`config.mk`:
```
export PLATFORM = sky130hd
export DESIGN_NAME = cjb_mul8_seq_ctrl
export DESIGN_NICKNAME = d
export VERILOG_FILES = /design/src/rtl/cjb_mul8_seq_ctrl.sv
export SDC_FILE = /design/constraint.sdc
export NUM_CORES = 1
export LEC_CHECK = 0
export ABC_AREA = 1
export CAP_MARGIN = 0
export CORE_ASPECT_RATIO = 1.4
export CORE_MARGIN = 5
export CORE_UTILIZATION = 35
export CTS_BUF_LIST = sky130_fd_sc_hd__clkbuf_16
export CTS_CLUSTER_DIAMETER = 100
export DETAILED_ROUTE_END_ITERATION = 12
export PLACE_DENSITY = 0.54
export REMOVE_ABC_BUFFERS = 1
export SYNTH_ARGS = -nofsm -noshare
export SYNTH_HDL_FRONTEND = slang
export SYNTH_SLANG_ARGS = --single-unit
```
`constraint.sdc`:
```
create_clock -name clock -period 5.8 [get_ports clock]
set_input_delay 1.16 -clock clock [delete_from_list [all_inputs] [get_ports clock]]
set_output_delay 1.16 -clock clock [all_outputs]
set_load 0.05 [all_outputs]
```
`src/rtl/cjb_mul8_seq_ctrl.sv`:
```
// rtl/cjb_mul8_seq_ctrl.sv - 8x8 unsigned shift-add multiplier controller with start/done handshake
// One shared 8-bit ripple adder is reused over 8 CALC cycles; the product is committed on entry to DONE.

module cjb_8bit_addsub_struc_v (
  input  logic [7:0] x,
  input  logic [7:0] y,
  input  logic       cin,
  input  logic       sub,
  output logic [7:0] sum,
  output logic       cout,
  output logic       ovf
);

  logic [7:0] yx;
  logic [8:0] c;

  assign yx   = y ^ {8{sub}};
  assign c[0] = cin ^ sub;

  genvar i;
  generate
    for (i = 0; i < 8; i++) begin : g_fa
      assign sum[i]   = x[i] ^ yx[i] ^ c[i];
      assign c[i + 1] = (x[i] & yx[i]) | (c[i] & (x[i] ^ yx[i]));
    end
  endgenerate

  assign cout = c[8];
  assign ovf  = c[8] ^ c[7];

endmodule

module cjb_mul8_seq_ctrl #(
  parameter bit CLR_ON_START = 1'b1
) (
  input  logic        clock,
  input  logic        reset_n,
  input  logic        start,
  input  logic        abort,
  input  logic [7:0]  a,
  input  logic [7:0]  b,
  output logic        busy,
  output logic        done,
  output logic [15:0] result,
  output logic        hi_nz
);

  typedef enum logic [1:0] {
    IDLE = 2'd0,
    CALC = 2'd1,
    DONE = 2'd2
  } state_t;

  state_t      state, state_nxt;
  logic [7:0]  m_r, a_r, q_r;
  logic [2:0]  cnt;
  logic [7:0]  m_nxt, a_nxt, q_nxt;
  logic [2:0]  cnt_nxt;
  logic        busy_nxt, done_nxt, hi_nz_nxt;
  logic [15:0] result_nxt;

  logic [7:0]  add_sum;
  logic        add_cout;
  logic        ovf_unused;
  logic [8:0]  ca;
  logic [7:0]  a_shift, q_shift;

  cjb_8bit_addsub_struc_v u_adder (
    .x    (a_r),
    .y    (m_r),
    .cin  (1'b0),
    .sub  (1'b0),
    .sum  (add_sum),
    .cout (add_cout),
    .ovf  (ovf_unused)
  );

  // {C,A} after the conditional add, then the whole {C,A,Q} shifts right by one
  assign ca      = q_r[0] ? {add_cout, add_sum} : {1'b0, a_r};
  assign a_shift = ca[8:1];
  assign q_shift = {ca[0], q_r[7:1]};

  always_ff @(posedge clock or negedge reset_n) begin
    if (!reset_n) begin
      state <= IDLE;
    end else begin
      state <= state_nxt;
    end
  end

  always_comb begin
    state_nxt  = state;
    m_nxt      = m_r;
    a_nxt      = a_r;
    q_nxt      = q_r;
    cnt_nxt    = cnt;
    busy_nxt   = busy;
    done_nxt   = 1'b0;
    result_nxt = result;
    hi_nz_nxt  = hi_nz;
    case (state)
      IDLE: begin
        if (start && !abort) begin
          m_nxt     = a;
          q_nxt     = b;
          a_nxt     = 8'd0;
          cnt_nxt   = 3'd0;
          busy_nxt  = 1'b1;
          state_nxt = CALC;
          if (CLR_ON_START) begin
            result_nxt = 16'd0;
            hi_nz_nxt  = 1'b0;
          end
        end
      end
      CALC: begin
        if (abort) begin
          busy_nxt  = 1'b0;
          state_nxt = IDLE;
        end else begin
          a_nxt   = a_shift;
          q_nxt   = q_shift;
          cnt_nxt = cnt + 3'd1;
          // Final iteration: commit the product so it is valid while done is high
          if (cnt == 3'd7) begin
            state_nxt  = DONE;
            done_nxt   = 1'b1;
            result_nxt = {a_shift, q_shift};
            hi_nz_nxt  = |a_shift;
          end
        end
      end
      DONE: begin
        busy_nxt  = 1'b0;
        state_nxt = IDLE;
      end
      default: begin
        busy_nxt  = 1'b0;
        state_nxt = IDLE;
      end
    endcase
  end

  always_ff @(posedge clock or negedge reset_n) begin
    if (!reset_n) begin
      m_r    <= 8'd0;
      a_r    <= 8'd0;
      q_r    <= 8'd0;
      cnt    <= 3'd0;
      busy   <= 1'b0;
      done   <= 1'b0;
      result <= 16'd0;
      hi_nz  <= 1'b0;
    end else begin
      m_r    <= m_nxt;
      a_r    <= a_nxt;
      q_r    <= q_nxt;
      cnt    <= cnt_nxt;
      busy   <= busy_nxt;
      done   <= done_nxt;
      result <= result_nxt;
      hi_nz  <= hi_nz_nxt;
    end
  end

endmodule
```
# Word-level counts from Yosys, hierarchy flattened
# Cells that the tools add are included.
# classes
n_addsub	1
eq_ne	7
muxes	28
bitwise_logic	37
n_reduce_logical	10
# ops
op	n
16-bit 2-to-1 mux	3
8-bit 2-to-1 mux	4
16-bit one-hot mux with 2 select lines	1
8-bit one-hot mux with 2 select lines	2
1-bit bitwise AND	15
1-bit bitwise XOR	15
9-bit 2-to-1 mux	1
1-bit 2-to-1 mux	8
2-bit inequality test, second input constant	4
8-bit OR reduction	1
1-bit bitwise OR	7
2-bit 2-to-1 mux	3
3-bit 2-to-1 mux	2
3-bit one-hot mux with 2 select lines	1
2-bit AND reduction	3
1-bit one-hot mux with 2 select lines	2
2-bit one-hot mux with 2 select lines	1
4-bit AND reduction	1
3-bit by 1-bit adder with 3-bit output, second input constant	1
3-bit == test, second input constant	1
3-bit inequality test, second input constant	1
3-bit AND reduction	1
2-bit by 1-bit == test with 1-bit output, second input constant	1
2-bit logical NOT	1
other kinds (3)	3
# word_totals
reg_bits	48
inputBits	20
out_inout_bits	19
elab_cells	92

# Depth between registers and ports, before layout
# Gate-level depths: netlist (run 1).
# logic_depth
ltp_word	20
ltp_mapped	16
mapped_depth_nobuf	16

# Hierarchy
# A second synthesis (run 1) with hierarchy kept.
# hier_totals
cells_unflattened	318
area_unflattened_um2	2547.4
# modules_own_cells
mod	n_inst	cells_each	area_per_inst_um2	seq_area_each_um2
cjb_mul8_seq_ctrl	1	253	2165.8	1201.2
cjb_8bit_addsub_struc_v	1	65	381.6	0.0

# Least setup slack after synthesis (run 1)
# No wires, ideal clock.
# synth_timing
kind	register to register
start	reg m_r[0]
end	reg hi_nz
setup_ns	0.118
arrival_ns	3.573
required_time_ns	5.682
path_slack_ns	2.110
path_stages_with_launch	17
path_buffers	0
period_less_slack_ns	3.690
path_cell_list	dfrtp_1 > ha_1 > inv_1 > fa_1 > fa_1 > fa_1 > fa_1 > fa_1 > fa_1 > inv_1 > fa_1 > nand2_1 > nand3_1 > nor2_1 > nand2_1 > nand2_1 > nand2_1
# synth_between
elab_chain_len	20
word_cells_on_any_way	27
classes_between	mux: 4; bitwise: 22; reduce/logical: 1
# synth_lines
element	line_no	rtl
start, declared	55	logic [7:0] m_r, a_r, q_r;
start signal, assigned	155	m_r <= m_nxt;
1-bit bitwise AND *	24	assign c[i + 1] = (x[i] & yx[i]) | (c[i] & (x[i] ^ yx[i]));
1-bit bitwise AND	24	
1-bit bitwise OR	24	
1-bit bitwise AND	24	
1-bit bitwise OR	24	
1-bit bitwise AND	24	
1-bit bitwise OR	24	
1-bit bitwise AND	24	
[4 not listed]	n/a	
1-bit bitwise OR	24	
1-bit bitwise AND	24	
1-bit bitwise OR	24	
9-bit 2-to-1 mux *	79	assign ca = q_r[0] ? {add_cout, add_sum} : {1'b0, a_r};
8-bit OR reduction *	129	hi_nz_nxt = |a_shift;
1-bit 2-to-1 mux *	125	if (cnt == 3'd7) begin
1-bit 2-to-1 mux *	117	if (abort) begin
1-bit one-hot mux with 2 select lines *	101	case (state)
end signal, assigned	162	hi_nz <= hi_nz_nxt;
end, declared	45	output logic hi_nz
# Mark *: on every way between the ends. The rest lies on a longest branch, timed or not. The select of a mux whose other input is x is not followed.
# A chain may end at the register's enable or synchronous reset.

# Worst setup path after layout (run 1)
# Same ends and word-level chain as after synthesis.

==> metrics.yaml, run 1 <==
cts:
  path_clk_slew_ns: 0.06
  cts_resized: 0
  cts_made_buffers: 5
  h-tree-depth: 2
  hold_buffers: 0
  post_cts_buffers: 0
  worstSkewPairLatency_ns: 0.28
  cts_sinks: 48
  root_buffer: "clkbuf_16"
  cts_tree: "yes"
  clock_path_buffers: 2
critical_path:
  max_stage_delay_ns: 0.40
  r2r_start: "m_r[0]"
  critPathRequiredTime_ns: 5.98
  r2r_end: "hi_nz"
  crit_top_cell: "fa_1"
  crit_start: "m_r[0]"
  startpoint_type: "flip-flop"
  cp-end-kind: "flip-flop"
  path_cells: "ha_1, inv_1, fa_1, fa_1, fa_1, fa_1, fa_1, fa_1, inv_1, fa_1, nand2_1, nand3_1, nor2_1, nand2_1, nand2_1, nand2_1"
  cp.arrival_ns: 4.03
  endpoint: "hi_nz"
  worstSetupPathType: "reg2reg"
  reg2reg_depth: 16
  r2r_slack_ns: 1.94
  crit_fanout: 2
  crit_cells: 16
  critPathBufInv: 2
  cp_slowest_cell: "fa_1"
  crit_family: "adder cells"
placed_design:
  place_area_um2: 2740
  portBuffers: 38
  dp.cells: 361
  dp_slack_ns: 1.96
  hpwlAfterDp_mm: 3.34
  gp_congestion: 0.782
synthesis:
  ys_warn_count: 0
  yosysUniqueCellTypes: 22
  synthArstFlopShare: 1.00
  avgSynthCellArea_um2: 9.04
  synth_seq_cells: 48
  synth_top_area_cell: "dfrtp_1"
  synth_top_area_frac: 0.517
  ys.flop_type: "dfrtp_1"
  seq_area_frac_synth: 0.517
  synth_commonest_cells: "81 x nand2_1, 48 x dfrtp_1, 22 x inv_1, 21 x nand3_1, 17 x nor2_1"
  synth_edf_count: 0
  yosys-top-cells-area: "dfrtp_1 52%, nand2_1 13%, fa_1 6.0%"
  yosysMostFrequentCell: "nand2_1"
  syn_area_um2: 2320
  synthCells: 257
final_layout:
  area_delta_synth_final_pct: 23.7
  drive_above_1_share: 0.0884
  antennaDiodeCount: 0
  nNetsFinal: 324
  fin_util: 0.440
  fin_cells: 368
  design_area_um2: 2870
global_routing:
  grt-ovfl-total: 0
  grt_pass1_wl_mm: 8.74
  grt_use_total: 0.132
  grt_pass1_vias: 1817
  grt_max_degree: 49
  grt_antenna_before_repair: 0
route:
  num_vias: 1758
  drt-initial-drc-count: 127
  wl_met3_um: 222
  wl_met1_mm: 2.14
  wl_met2_mm: 2.45
  drtAntennaViolNets: 0
  drc: 0
  wl_mm: 4.92
  via_per_inst: 4.78
  top_layer: "met4"
  wl_per_cell_um: 13.4
  firstDrtPassIters: 4
sta:
  fmax_ghz: 0.259
  slew_headroom: 0.589
  tns_ns: 0
  drv_slew: 0
  tightest_slew_ns: 0.616
  setup_violations: 0
  final.period_utilization: 0.665
  clock_skew_ns: 0.00254
  period_needed_ns: 3.86
  hold_viol_final: 0
  fin_ws_ns: 1.94
  rsz0062_at_grt: "no"
  whs_ns: 0.470
floorplanning:
  pin_count: 39
  core_um2: 6530
  die-area_um2: 8390
  initial_core_util: 0.356
  fp.dieW_um: 78.9
  dieHeight_um: 106
  rows: 35
power:
  total_power_mw: 1.09
  p_leak_nw: 1.35
  irDropWorstVdd_mv: 0.154
  powerDensity_nw_per_um2: 380
flow_run:
  cap_viol_max_count: 0
min_path:
  hold_class: "reg2reg"
outcome:
  status: "complete, no violations"
[tightest hold or removal path, delay by kind of cell (launching register included)]
kind             cells  cell delay (ns)
flip-flops           1             0.34
AND/OR/NAND/NOR      2             0.09
[power breakdown]
group          switching (mW)  leakage, nW  internal, mW
registers              0.0407        0.609         0.402
logic                   0.241        0.674         0.134
clock network           0.119       0.0709         0.155
[per-layer routing]
layer	vias up	GRT usage
li1	881	-
met3	10	0.0254
met2	40	0.227
met5	-	0
met4	0	0.0565
met1	827	0.161
[kinds of logic (layout without fill, tap and decap cells)]
group / count (synthesis) / count (layout) / synth area share
fa+ha+maj: 10 / 10 / 0.0765
compound gates: 40 / 40 / 0.113
simple gates: 127 / 127 / 0.232
buf+inv: 32 / 69 / 0.0625
flops: 48 / 48 / 0.517
[how the worst min path moves through the flow]
| stage | start | cells past startpoint | slack [ns] | endpoint |
|---|---|---|---|---|
| final | result[9] | 2 | 0.47 | result[9] |
| after global routing | result[1] | 2 | 0.50 | result[1] |
| after CTS | result[11] | 2 | 0.48 | result[11] |
| after detailed placement | result[11] | 2 | 0.46 | result[11] |
| after global placement | result[8] | 2 | 0.45 | result[8] |
| after floorplan | m_r[0] | 2 | 0.45 | m_r[0] |
[area by class of cell]
class / count / area [µm²]
timing repair buffer: 39 / 383
clock inverter: 2 / 8.76
sequential: 48 / 1200
multi-input combinational: 177 / 977
fill: 668 / 3650
tap: 74 / 92.6
clock buffer: 5 / 125
inverter: 23 / 86.3
[sequential cells by signal, indices dropped and copies added (netlist names)]
signal,count
cnt,3
m_r,8
a_r,8
done,1
hi_nz,1
busy,1
state,2
q_r,8
result,16
[placed cells by master, fill, tap and decap left out]
| master | n |
|---|---|
| fa_1 | 7 |
| o31ai_1 | 1 |
| nor2_1 | 17 |
| nand2_2 | 3 |
| nand2_4 | 3 |
| clkinv_2 | 1 |
| o21a_1 | 7 |
| nand2_1 | 81 |
| dfrtp_1 | 48 |
| clkbuf_16 | 5 |
| clkdlybuf4s50_1 | 37 |
| inv_2 | 1 |
| nor2_2 | 2 |
| ha_1 | 3 |
| inv_1 | 23 |
| buf_4 | 1 |
| o21ai_2 | 8 |
| o21ai_0 | 15 |
| nand3_1 | 21 |
| o21ai_1 | 1 |
| buf_2 | 1 |
| o21ai_4 | 1 |
| a21oi_1 | 7 |
No activity file was read; power rests on OpenSTA's default activity.
==> run 2: changes to the inputs <==
==> constraint.sdc (replaced) <==
create_clock -name clock -period 4.05 [get_ports clock]
set_input_delay 0.81 -clock clock [delete_from_list [all_inputs] [get_ports clock]]
set_output_delay 0.81 -clock clock [all_outputs]
set_load 0.05 [all_outputs]
==> metrics.yaml, run 2 (synthesized netlist as in run 1, its figures left out) <==
outcome:
  status: "complete, no violations"
route:
  drtAntennaViolNets: 0  # unchanged
  drt-initial-drc-count: 75  # -41%
  firstDrtPassIters: 4  # unchanged
  via_per_inst: 4.75  # -0.55%
  num_vias: 1753  # -0.28%
  drc: 0  # unchanged
  wl_per_cell_um: 13.2  # -0.98%
  wl_mm: 4.88  # -0.71%
final_layout:
  final_cell_mix: "81 x nand2_1, 48 x dfrtp_1, 37 x clkdlybuf4s50_1, 24 x inv_1, 21 x nand3_1"
  final_common_cell: "nand2_1"
  regMostFlops: "result"
  largest_register_ff_count: 16  # unchanged
  antennaDiodeCount: 0  # unchanged
  nFillCells: 666  # -0.30%
  drive_above_1_share: 0.0881  # -0.000300
  nNetsFinal: 324  # unchanged
  area_delta_synth_final_pct: 23.9
cts:
  worstSkewPairLatency_ns: 0.28  # about the same
  cts_tree: "yes"
  path_clk_slew_ns: 0.06  # about the same
  hold_buffers: 0  # unchanged
  cts_made_buffers: 5  # unchanged
  root_buffer: "clkbuf_16"
  cts_sinks: 48  # unchanged
  clock_path_buffers: 2  # unchanged
  h-tree-depth: 2  # unchanged
power:
  p_leak_nw: 1.36  # +0.19%
  powerDensity_nw_per_um2: 542  # +43%
  total_power_mw: 1.56  # +43%
  irDropWorstVdd_mv: 0.245  # +59%
placed_design:
  portBuffers: 38  # unchanged
  hpwlAfterDp_mm: 3.39  # +1.6%
  gp_congestion: 0.771  # -1.4%
global_routing:
  grt-ovfl-total: 0  # unchanged
  grt_antenna_before_repair: 0  # unchanged
  grt_use_total: 0.130  # -0.00206
  grt_pass1_wl_mm: 8.51  # -2.5%
  grt_max_degree: 37  # -24%
  grt_pass1_vias: 1811  # -0.33%
floorplanning:
  dieHeight_um: 106  # unchanged
  die-area_um2: 8390  # unchanged
  core_um2: 6530  # unchanged
  fp.dieW_um: 78.9  # unchanged
  initial_core_util: 0.356  # unchanged
  rows: 35  # unchanged
  pin_count: 39  # unchanged
critical_path:
  critPathRequiredTime_ns: 4.23  # -1.75 ns
  cp-end-kind: "flip-flop"
  reg2reg_depth: 16  # unchanged
  cp_slowest_cell: "fa_1"
  r2r_end: "hi_nz"
  path_cells: "ha_1, inv_1, fa_1, fa_1, fa_1, fa_2, fa_1, fa_1, inv_1, fa_1, nand2_1, nand3_1, nor2_1, nand2_1, nand2_1, nand2_1"
  cp.arrival_ns: 4.00  # -0.03 ns
  max_stage_delay_ns: 0.40  # about the same
  worstSetupPathType: "reg2reg"
  r2r_start: "m_r[0]"
  crit_fanout: 2  # unchanged
  crit_top_cell: "fa_1"
  startpoint_type: "flip-flop"
  r2r_slack_ns: 0.22  # -1.72 ns
min_path:
  whs_endpoint: "result[8]"
  hold_path_depth: 2  # unchanged
  min_from: "result[8]"
  hold_class: "reg2reg"
flow_run:
  cap_viol_max_count: 0  # unchanged
sta:
  final.period_utilization: 0.944  # +0.279
  fmax_ghz: 0.261  # +0.84%
  slew_headroom: 0.464  # -0.125
  tightest_slew_ns: 0.804  # +0.188 ns
  setup_violations: 0  # unchanged
  clock_skew_ns: 0.00640  # +0.00386 ns
  drv_slew: 0  # unchanged
  hold_viol_final: 0  # unchanged
  period_needed_ns: 3.83  # -0.0320 ns
  tns_ns: 0  # unchanged
  rsz0062_at_grt: "no"
## run 2: changes by cell type in the layout (fill, tap and decap cells not counted), sizes merged
cell | before | now
inv | 24 | 25
## run 2: area by class of cell
class,instances,area [µm²],share of cell area
repair buffers,39,383,0.133
well taps,74,92.6,0.0322
multi-input cells,177,980,0.340
inverters,23,86.3,0.0300
flip-flops and latches,48,1200,0.417
clock buffers,5,125,0.0435
clock inverters,3,11.3,0.00391
## run 2: report_power, final
part | leakage [nW] | internal [mW] | switching [mW] | total [mW]
sequential | 0.609 | 0.576 | 0.0573 | 0.633
combinational | 0.674 | 0.193 | 0.345 | 0.538
clock | 0.0738 | 0.222 | 0.167 | 0.389
## run 2: worst max-delay path by stage
stage	startpoint	endpoint	slack, ns	depth (start not counted)
2_1_floorplan	m_r[0]	hi_nz	0.36	16
3_3_place_gp	m_r[0]	hi_nz	0.24	16
3_5_place_dp	a_r[0]	hi_nz	0.17	16
4_1_cts	a_r[0]	hi_nz	0.16	16
5_1_grt	m_r[0]	hi_nz	0.03	16
6_report	m_r[0]	hi_nz	0.22	16
## run 2: layer usage
metal,global-route usage,part of all wire
met1,0.155,0.44
met3,0.0229,0.034
met5,0,0
met4,0.0516,0.019
met2,0.231,0.51
## run 2: timing repair
item	4_1_cts	5_1_grt
setup endpoints to repair	0	1
setup buffers	0	0
gates resized for setup	0	1
## run 2: stage by stage
step / instances / area, µm² / setup slack [ns] / hold slack, ns / utilization
detailed placement: 361 / 2740 / 0.173 / 0.459 / 0.420
global route: 369 / 2880 / 0.0344 / 0.503 / 0.441
finish: 369 / 2880 / 0.225 / 0.468 / 0.441
floorplan: 248 / 2260 / 0.355 / 0.448 / -
CTS: 369 / 2880 / 0.159 / 0.475 / 0.441
global placement: 361 / 2740 / 0.241 / 0.453 / 0.420
## run 2: worst max-delay path: cells and delay by family, from the launching register on
family        cells  cell delay, ns
fa+ha+maj         8            2.80
buf+inv           2            0.13
flops             1            0.35
simple gates      6            0.43
